### src/rtl/ram_pkg.sv
// ============================================================================
// Module : ram_pkg
// Brief  : Shared constants and byte-merge helper for the SDP byte-enable RAM.
// Rev    : 1.0 - initial release
// ============================================================================
`default_nettype none

package ram_pkg;

    localparam int RD_LATENCY_MIN = 1;
    localparam int RD_LATENCY_MAX = 2;

    // Widest word the merge helper handles; callers zero-extend and truncate.
    localparam int MERGE_MAX_W    = 256;
    localparam int MERGE_MAX_BE_W = MERGE_MAX_W / 8;

    function automatic int BYTE_W(input int data_width);
        return data_width / 8;
    endfunction

    function automatic logic [MERGE_MAX_W-1:0] byte_merge(
        input logic [MERGE_MAX_W-1:0]    old_word,
        input logic [MERGE_MAX_W-1:0]    new_word,
        input logic [MERGE_MAX_BE_W-1:0] be
    );
        logic [MERGE_MAX_W-1:0] merged;
        merged = old_word;
        for (int k = 0; k < MERGE_MAX_BE_W; k++) begin
            if (be[k]) begin
                merged[8*k +: 8] = new_word[8*k +: 8];
            end
        end
        return merged;
    endfunction

endpackage

`default_nettype wire

### src/rtl/ram_rd_pipe.sv
// ============================================================================
// Module : ram_rd_pipe
// Brief  : One registered delay stage for read valid, data and collision.
// Rev    : 1.0 - initial release
// ============================================================================
`default_nettype none

module ram_rd_pipe #(
    parameter int DATA_WIDTH = 32
) (
    input  logic                  clk,
    input  logic                  rst_n,
    input  logic                  valid_i,
    input  logic [DATA_WIDTH-1:0] data_i,
    input  logic                  coll_i,
    output logic                  valid_o,
    output logic [DATA_WIDTH-1:0] data_o,
    output logic                  coll_o
);

    logic                  valid_q;
    logic                  coll_q;
    logic [DATA_WIDTH-1:0] data_q;

    // Data only moves with a valid beat so the output holds between returns.
    always_ff @(posedge clk or negedge rst_n) begin
        if (!rst_n) begin
            valid_q <= 1'b0;
            coll_q  <= 1'b0;
            data_q  <= '0;
        end else begin
            valid_q <= valid_i;
            coll_q  <= valid_i & coll_i;
            if (valid_i) begin
                data_q <= data_i;
            end
        end
    end

    assign valid_o = valid_q;
    assign data_o  = data_q;
    assign coll_o  = coll_q;

endmodule

`default_nettype wire

### src/rtl/ram_sdp_be.sv
// ============================================================================
// Module : ram_sdp_be
// Brief  : Simple-dual-port RAM with byte enables and 1/2-cycle read latency.
// Rev    : 1.0 - initial release
// ============================================================================
`default_nettype none

module ram_sdp_be
    import ram_pkg::*;
#(
    parameter int DATA_WIDTH = 32,
    parameter int ADDR_WIDTH = 5,
    parameter int RD_LATENCY = 1,
    parameter int WR_FIRST   = 1
) (
    input  logic                    clk,
    input  logic                    rst_n,
    input  logic                    wr_en,
    input  logic [ADDR_WIDTH-1:0]   wr_addr,
    input  logic [DATA_WIDTH-1:0]   wr_data,
    input  logic [DATA_WIDTH/8-1:0] wr_be,
    input  logic                    rd_en,
    input  logic [ADDR_WIDTH-1:0]   rd_addr,
    output logic [DATA_WIDTH-1:0]   rd_data,
    output logic                    rd_valid,
    output logic                    collision
);

    localparam int BW    = BYTE_W(DATA_WIDTH);
    localparam int DEPTH = 2 ** ADDR_WIDTH;

    if ((DATA_WIDTH % 8) != 0 || DATA_WIDTH > MERGE_MAX_W) begin : g_bad_width
        $error("ram_sdp_be: DATA_WIDTH must be a multiple of 8 and at most %0d", MERGE_MAX_W);
    end

    if (RD_LATENCY < RD_LATENCY_MIN || RD_LATENCY > RD_LATENCY_MAX) begin : g_bad_latency
        $error("ram_sdp_be: RD_LATENCY must be %0d or %0d", RD_LATENCY_MIN, RD_LATENCY_MAX);
    end

    function automatic logic [DATA_WIDTH-1:0] merge_word(
        input logic [DATA_WIDTH-1:0] old_word,
        input logic [DATA_WIDTH-1:0] new_word,
        input logic [BW-1:0]         be
    );
        logic [MERGE_MAX_W-1:0] wide;
        wide = byte_merge(MERGE_MAX_W'(old_word), MERGE_MAX_W'(new_word), MERGE_MAX_BE_W'(be));
        return wide[DATA_WIDTH-1:0];
    endfunction

    logic [DATA_WIDTH-1:0] mem_q [DEPTH];

    logic                  wr_act;
    logic                  rd_coll;
    logic [DATA_WIDTH-1:0] wr_word;
    logic [DATA_WIDTH-1:0] rd_word;
    logic [DATA_WIDTH-1:0] s0_data_d;

    logic                  s0_valid_q;
    logic                  s0_coll_q;
    logic [DATA_WIDTH-1:0] s0_data_q;

    assign wr_act  = wr_en & (|wr_be);
    assign rd_coll = rd_en & wr_act & (rd_addr == wr_addr);
    assign rd_word = mem_q[rd_addr];
    assign wr_word = merge_word(mem_q[wr_addr], wr_data, wr_be);

    // Array is deliberately left out of reset so contents survive rst_n pulses.
    always_ff @(posedge clk) begin
        if (wr_act) begin
            mem_q[wr_addr] <= wr_word;
        end
    end

    // On collision rd_word is the pre-write value; write-first forwards the merge.
    always_comb begin
        s0_data_d = rd_word;
        if (rd_coll && (WR_FIRST != 0)) begin
            s0_data_d = merge_word(rd_word, wr_data, wr_be);
        end
    end

    always_ff @(posedge clk or negedge rst_n) begin
        if (!rst_n) begin
            s0_valid_q <= 1'b0;
            s0_coll_q  <= 1'b0;
            s0_data_q  <= '0;
        end else begin
            s0_valid_q <= rd_en;
            s0_coll_q  <= rd_coll;
            if (rd_en) begin
                s0_data_q <= s0_data_d;
            end
        end
    end

    logic                  st_valid [RD_LATENCY];
    logic                  st_coll  [RD_LATENCY];
    logic [DATA_WIDTH-1:0] st_data  [RD_LATENCY];

    assign st_valid[0] = s0_valid_q;
    assign st_coll[0]  = s0_coll_q;
    assign st_data[0]  = s0_data_q;

    for (genvar i = 1; i < RD_LATENCY; i++) begin : g_pipe
        ram_rd_pipe #(
            .DATA_WIDTH (DATA_WIDTH)
        ) u_stage (
            .clk     (clk),
            .rst_n   (rst_n),
            .valid_i (st_valid[i-1]),
            .data_i  (st_data[i-1]),
            .coll_i  (st_coll[i-1]),
            .valid_o (st_valid[i]),
            .data_o  (st_data[i]),
            .coll_o  (st_coll[i])
        );
    end

    assign rd_valid  = st_valid[RD_LATENCY-1];
    assign collision = st_coll[RD_LATENCY-1];
    assign rd_data   = st_data[RD_LATENCY-1];

endmodule

`default_nettype wire

### config.mk
export PLATFORM = sky130hd
export DESIGN_NAME = ram_sdp_be
export DESIGN_NICKNAME = d
export VERILOG_FILES = /design/src/rtl/ram_pkg.sv /design/src/rtl/ram_rd_pipe.sv /design/src/rtl/ram_sdp_be.sv
export SDC_FILE = /design/constraint.sdc
export NUM_CORES = 1
export LEC_CHECK = 0
export BUFFER_PORTS_ARGS = -buffer_cell sky130_fd_sc_hd__clkbuf_2
export CORE_MARGIN = 8
export CORE_UTILIZATION = 30
export CTS_BUF_LIST = sky130_fd_sc_hd__clkbuf_2 sky130_fd_sc_hd__clkbuf_4 sky130_fd_sc_hd__clkbuf_8
export DETAILED_ROUTE_END_ITERATION = 10
export GPL_ROUTABILITY_DRIVEN = 0
export PLACE_DENSITY = 0.51
export REMOVE_ABC_BUFFERS = 1
export SETUP_SLACK_MARGIN = 0.02
export SYNTH_ARGS = -nofsm -noshare
export SYNTH_HDL_FRONTEND = slang
export SYNTH_SLANG_ARGS = --single-unit
### constraint.sdc
create_clock -name clk -period 1.6 [get_ports clk]
set_input_delay 0.08 -clock clk [delete_from_list [all_inputs] [get_ports clk]]
set_output_delay 0.08 -clock clk [all_outputs]
set_load 0.03 [all_outputs]
==> impl_metrics.ini <==
[outcome]
status = completed

[cts]
cts_max_level = 4
clk_pin_slew_ps = 60
root_buffer = clkbuf_8
clock_latency_ps = 860
clockBufferDepth = 3
cts_made_buffers = 169
cts_tree = yes
cts.sink_count = 1058

[yosys]
synthArstFlopShare_pct = 3.214
syn_avg_cell_area_sq_um = 16.70
seq_area_frac_synth_pct = 75.53
synthFlopType = edfxtp_1
ys_seq_elements = 1058
syn_inst = 2506
synth_cell_types = 31
yosysWarnings = 0
synth_area_sq_um = 41840
synth_edf_count = 1024

[global_routing]
grt_pass1_wl_um = 169600
grt_pass1_vias = 24729
antenna_found_initial = 4
grt_max_degree = 38
grt-ovfl-total = 0
track_usage_pct = 15.03

[sta]
min_period_over_period_pct = 97.41
fin_crit_ps = 1559
max_slew_margin_pct = 57.23
drv_slew = 0
timing.hold.ws_ps = 6.811
worst_slack_ps = 41.40
hold_viol = 0
tightest_slew_ps = 641.6
fin_setup_tns_ps = 0
clock_skew_ps = 32.27
rsz0062_at_grt = yes
setup_viol = 0
fmax_ghz = 0.6416

[layout]
layout-drive-gt1-share_pct = 24.72
nets = 3074
post-route-util_pct = 37.28
stdcell_count = 5036
register_area_sq_um = 31620
multi_input_area_sq_um = 9512
fillers = 12995
area_growth_pct = 23.87
design_area_sq_um = 51830

[detailed_routing]
via_per_inst = 4.777
vias = 24059
dr.pass1.iters = 9
antenna_left = 0
wl_um = 117500
drc_errors = 0
wire_per_inst_um = 23.32
dr.first_iter.drc_count = 1979

[pwr]
power_mw = 58.95
p_leak_nw = 18.74
peakVddDrop_mv = 0.8091
powerDensity_nw_per_um2 = 1137

[place]
port_buffers = 83
placedCellCount = 4684
placedInstanceArea_sq_um = 47550
place_ws_ps = -370.2
dp_hpwl_um = 79700

[floorplan]
start_util_pct = 30.10
die-area_sq_um = 151700
dieHeight_um = 389.5
num_io_pins = 84
core_sq_um = 139000
dieWidth_um = 389.5
rows = 137

[min_path]
hp-class = in2reg

[setup_path]
crit_fanout = 8
endpoint_kind = register
critPathLaunchType = primary input
cp.arrival_ps = 2100
crit_type = in2reg
cp.required_ps = 2140

[flow_run]
cap_violations = 0
-- state kept, by name, summed over array words and instances, names as in the netlist --
| register | cells |
|---|---|
| mem_q | 1024 |
| rd_data | 32 |
| collision | 1 |
| rd_valid | 1 |
-- worst max-delay path, cell delays in order --
cell	delay (ps)
dlygate4sd3_1	520
clkbuf_2	210
buf_4	160
nor2b_1	140
buf_4	170
nand2_1	360
nor2_1	220
buf_4	230
-- synth_stat cells (2+ instances only) --
master	instances	share of area, %
nand2b_1	2	0.030
nor2_1	131	1.2
buf_6	9	0.24
edfxtp_1	1024	73
a221o_1	32	0.77
buf_1	16	0.14
a22oi_1	160	2.9
nor2b_4	4	0.13
nand2_1	134	1.2
nand4_1	32	0.48
clkbuf_1	53	0.48
dfrtp_1	34	2.0
nor3b_1	3	0.054
buf_4	2	0.036
and2b_1	24	0.43
buf_2	77	0.92
and3_1	4	0.060
mux2i_1	512	12
nand3_1	128	1.5
xor2_1	5	0.10
and3b_2	2	0.048
nor2b_1	12	0.18
a21oi_1	96	1.1
and2_1	3	0.045
-- power breakdown --
group | internal, mW | leakage (nW) | switching, mW
combinational | 1.79 | 7.29 | 2.55
sequential | 30.7 | 9.61 | 0.230
clock | 13.2 | 1.84 | 10.5
total | 45.6 | 18.7 | 13.3
-- cells by family after synthesis --
group                  Yosys count  synth area share (%)
AO/OA/AOI/OAI                  288                 4.785
XOR/XNOR                         5                0.1047
buffers and inverters          157                 1.818
flip-flops                    1058                 75.53
multiplexers                   512                 12.25
AND/OR/NAND/NOR                486                 5.517
-- area by class of cell --
class / count / area share (%)
Clock inverter: 55 / 0.8088
Antenna cell: 1 / 0.004828
Multi-Input combinational cell: 1291 / 18.35
Clock buffer: 251 / 5.893
Timing Repair Buffer: 504 / 9.391
Sequential cell: 1058 / 61.02
Tap cell: 1876 / 4.529
-- what timing repair did --
| item | 4_1_cts | 5_1_grt |
|---|---|---|
| endpoints found under the setup margin | 34 | 41 |
| gates resized for setup | 80 | 40 |
| hold endpoints to repair | 1032 | 0 |
| setup buffers | 4 | 1 |
| hold buffers | 40 | 0 |
-- layout by cell type (no fill, tap or decap), drive strengths merged --
| cell type | Yosys | routed |
|---|---|---|
| nand4 | 32 | 32 |
| nand3 | 128 | 128 |
| nor2b | 16 | 16 |
| and3 | 5 | 5 |
| or2 | 1 | 1 |
| clkinv | 0 | 42 |
| and2b | 24 | 24 |
| dfrtp | 34 | 34 |
| a22oi | 160 | 160 |
| a221o | 32 | 32 |
| nand2b | 2 | 2 |
| mux2i | 512 | 512 |
| nor3b | 3 | 3 |
| buf | 104 | 413 |
| and2 | 4 | 4 |
| bufinv | 0 | 6 |
| clkinvlp | 0 | 4 |
| diode | 0 | 1 |
| clkbuf | 53 | 302 |
| inv | 0 | 3 |
| nand2 | 134 | 134 |
| nor2 | 131 | 131 |
| a21oi | 96 | 96 |
| nor3 | 2 | 2 |
| and3b | 2 | 2 |
| xor2 | 5 | 5 |
| dlygate4sd3 | 0 | 40 |
| edfxtp | 1024 | 1024 |
| nor4 | 2 | 2 |
-- path summary, 6_finish.rpt --
check | start | endpoint | slack [ps] | cells after the start
worst max-delay path | wr_addr[0] | mem_q[21][22] | 40 | 8
worst min-delay path | wr_be[0] | rd_data[1] | 7 | 5
worst max register to register | mem_q[18][19] | rd_data[19] | 120 | 5
worst min register to register | rd_data[3] | rd_data[3] | 650 | 2
max in group asynchronous | rst_n | rd_data[30] | 990 | 4
min in group asynchronous | rst_n | rd_data[19] | 330 | 4
-- routing by layer --
metal  wire [um]  vias to the layer above  GRT usage (%)  share of wire (%)
met5          37                        -              0              0.031
met4        2742                        6          4.557                2.3
met3        5967                      171          2.902                5.1
met2       56560                      641          24.82                 48
met1       52150                    12382          20.10                 44
li1            -                    10859              -                  -
No activity file was read; power rests on OpenSTA's default activity.
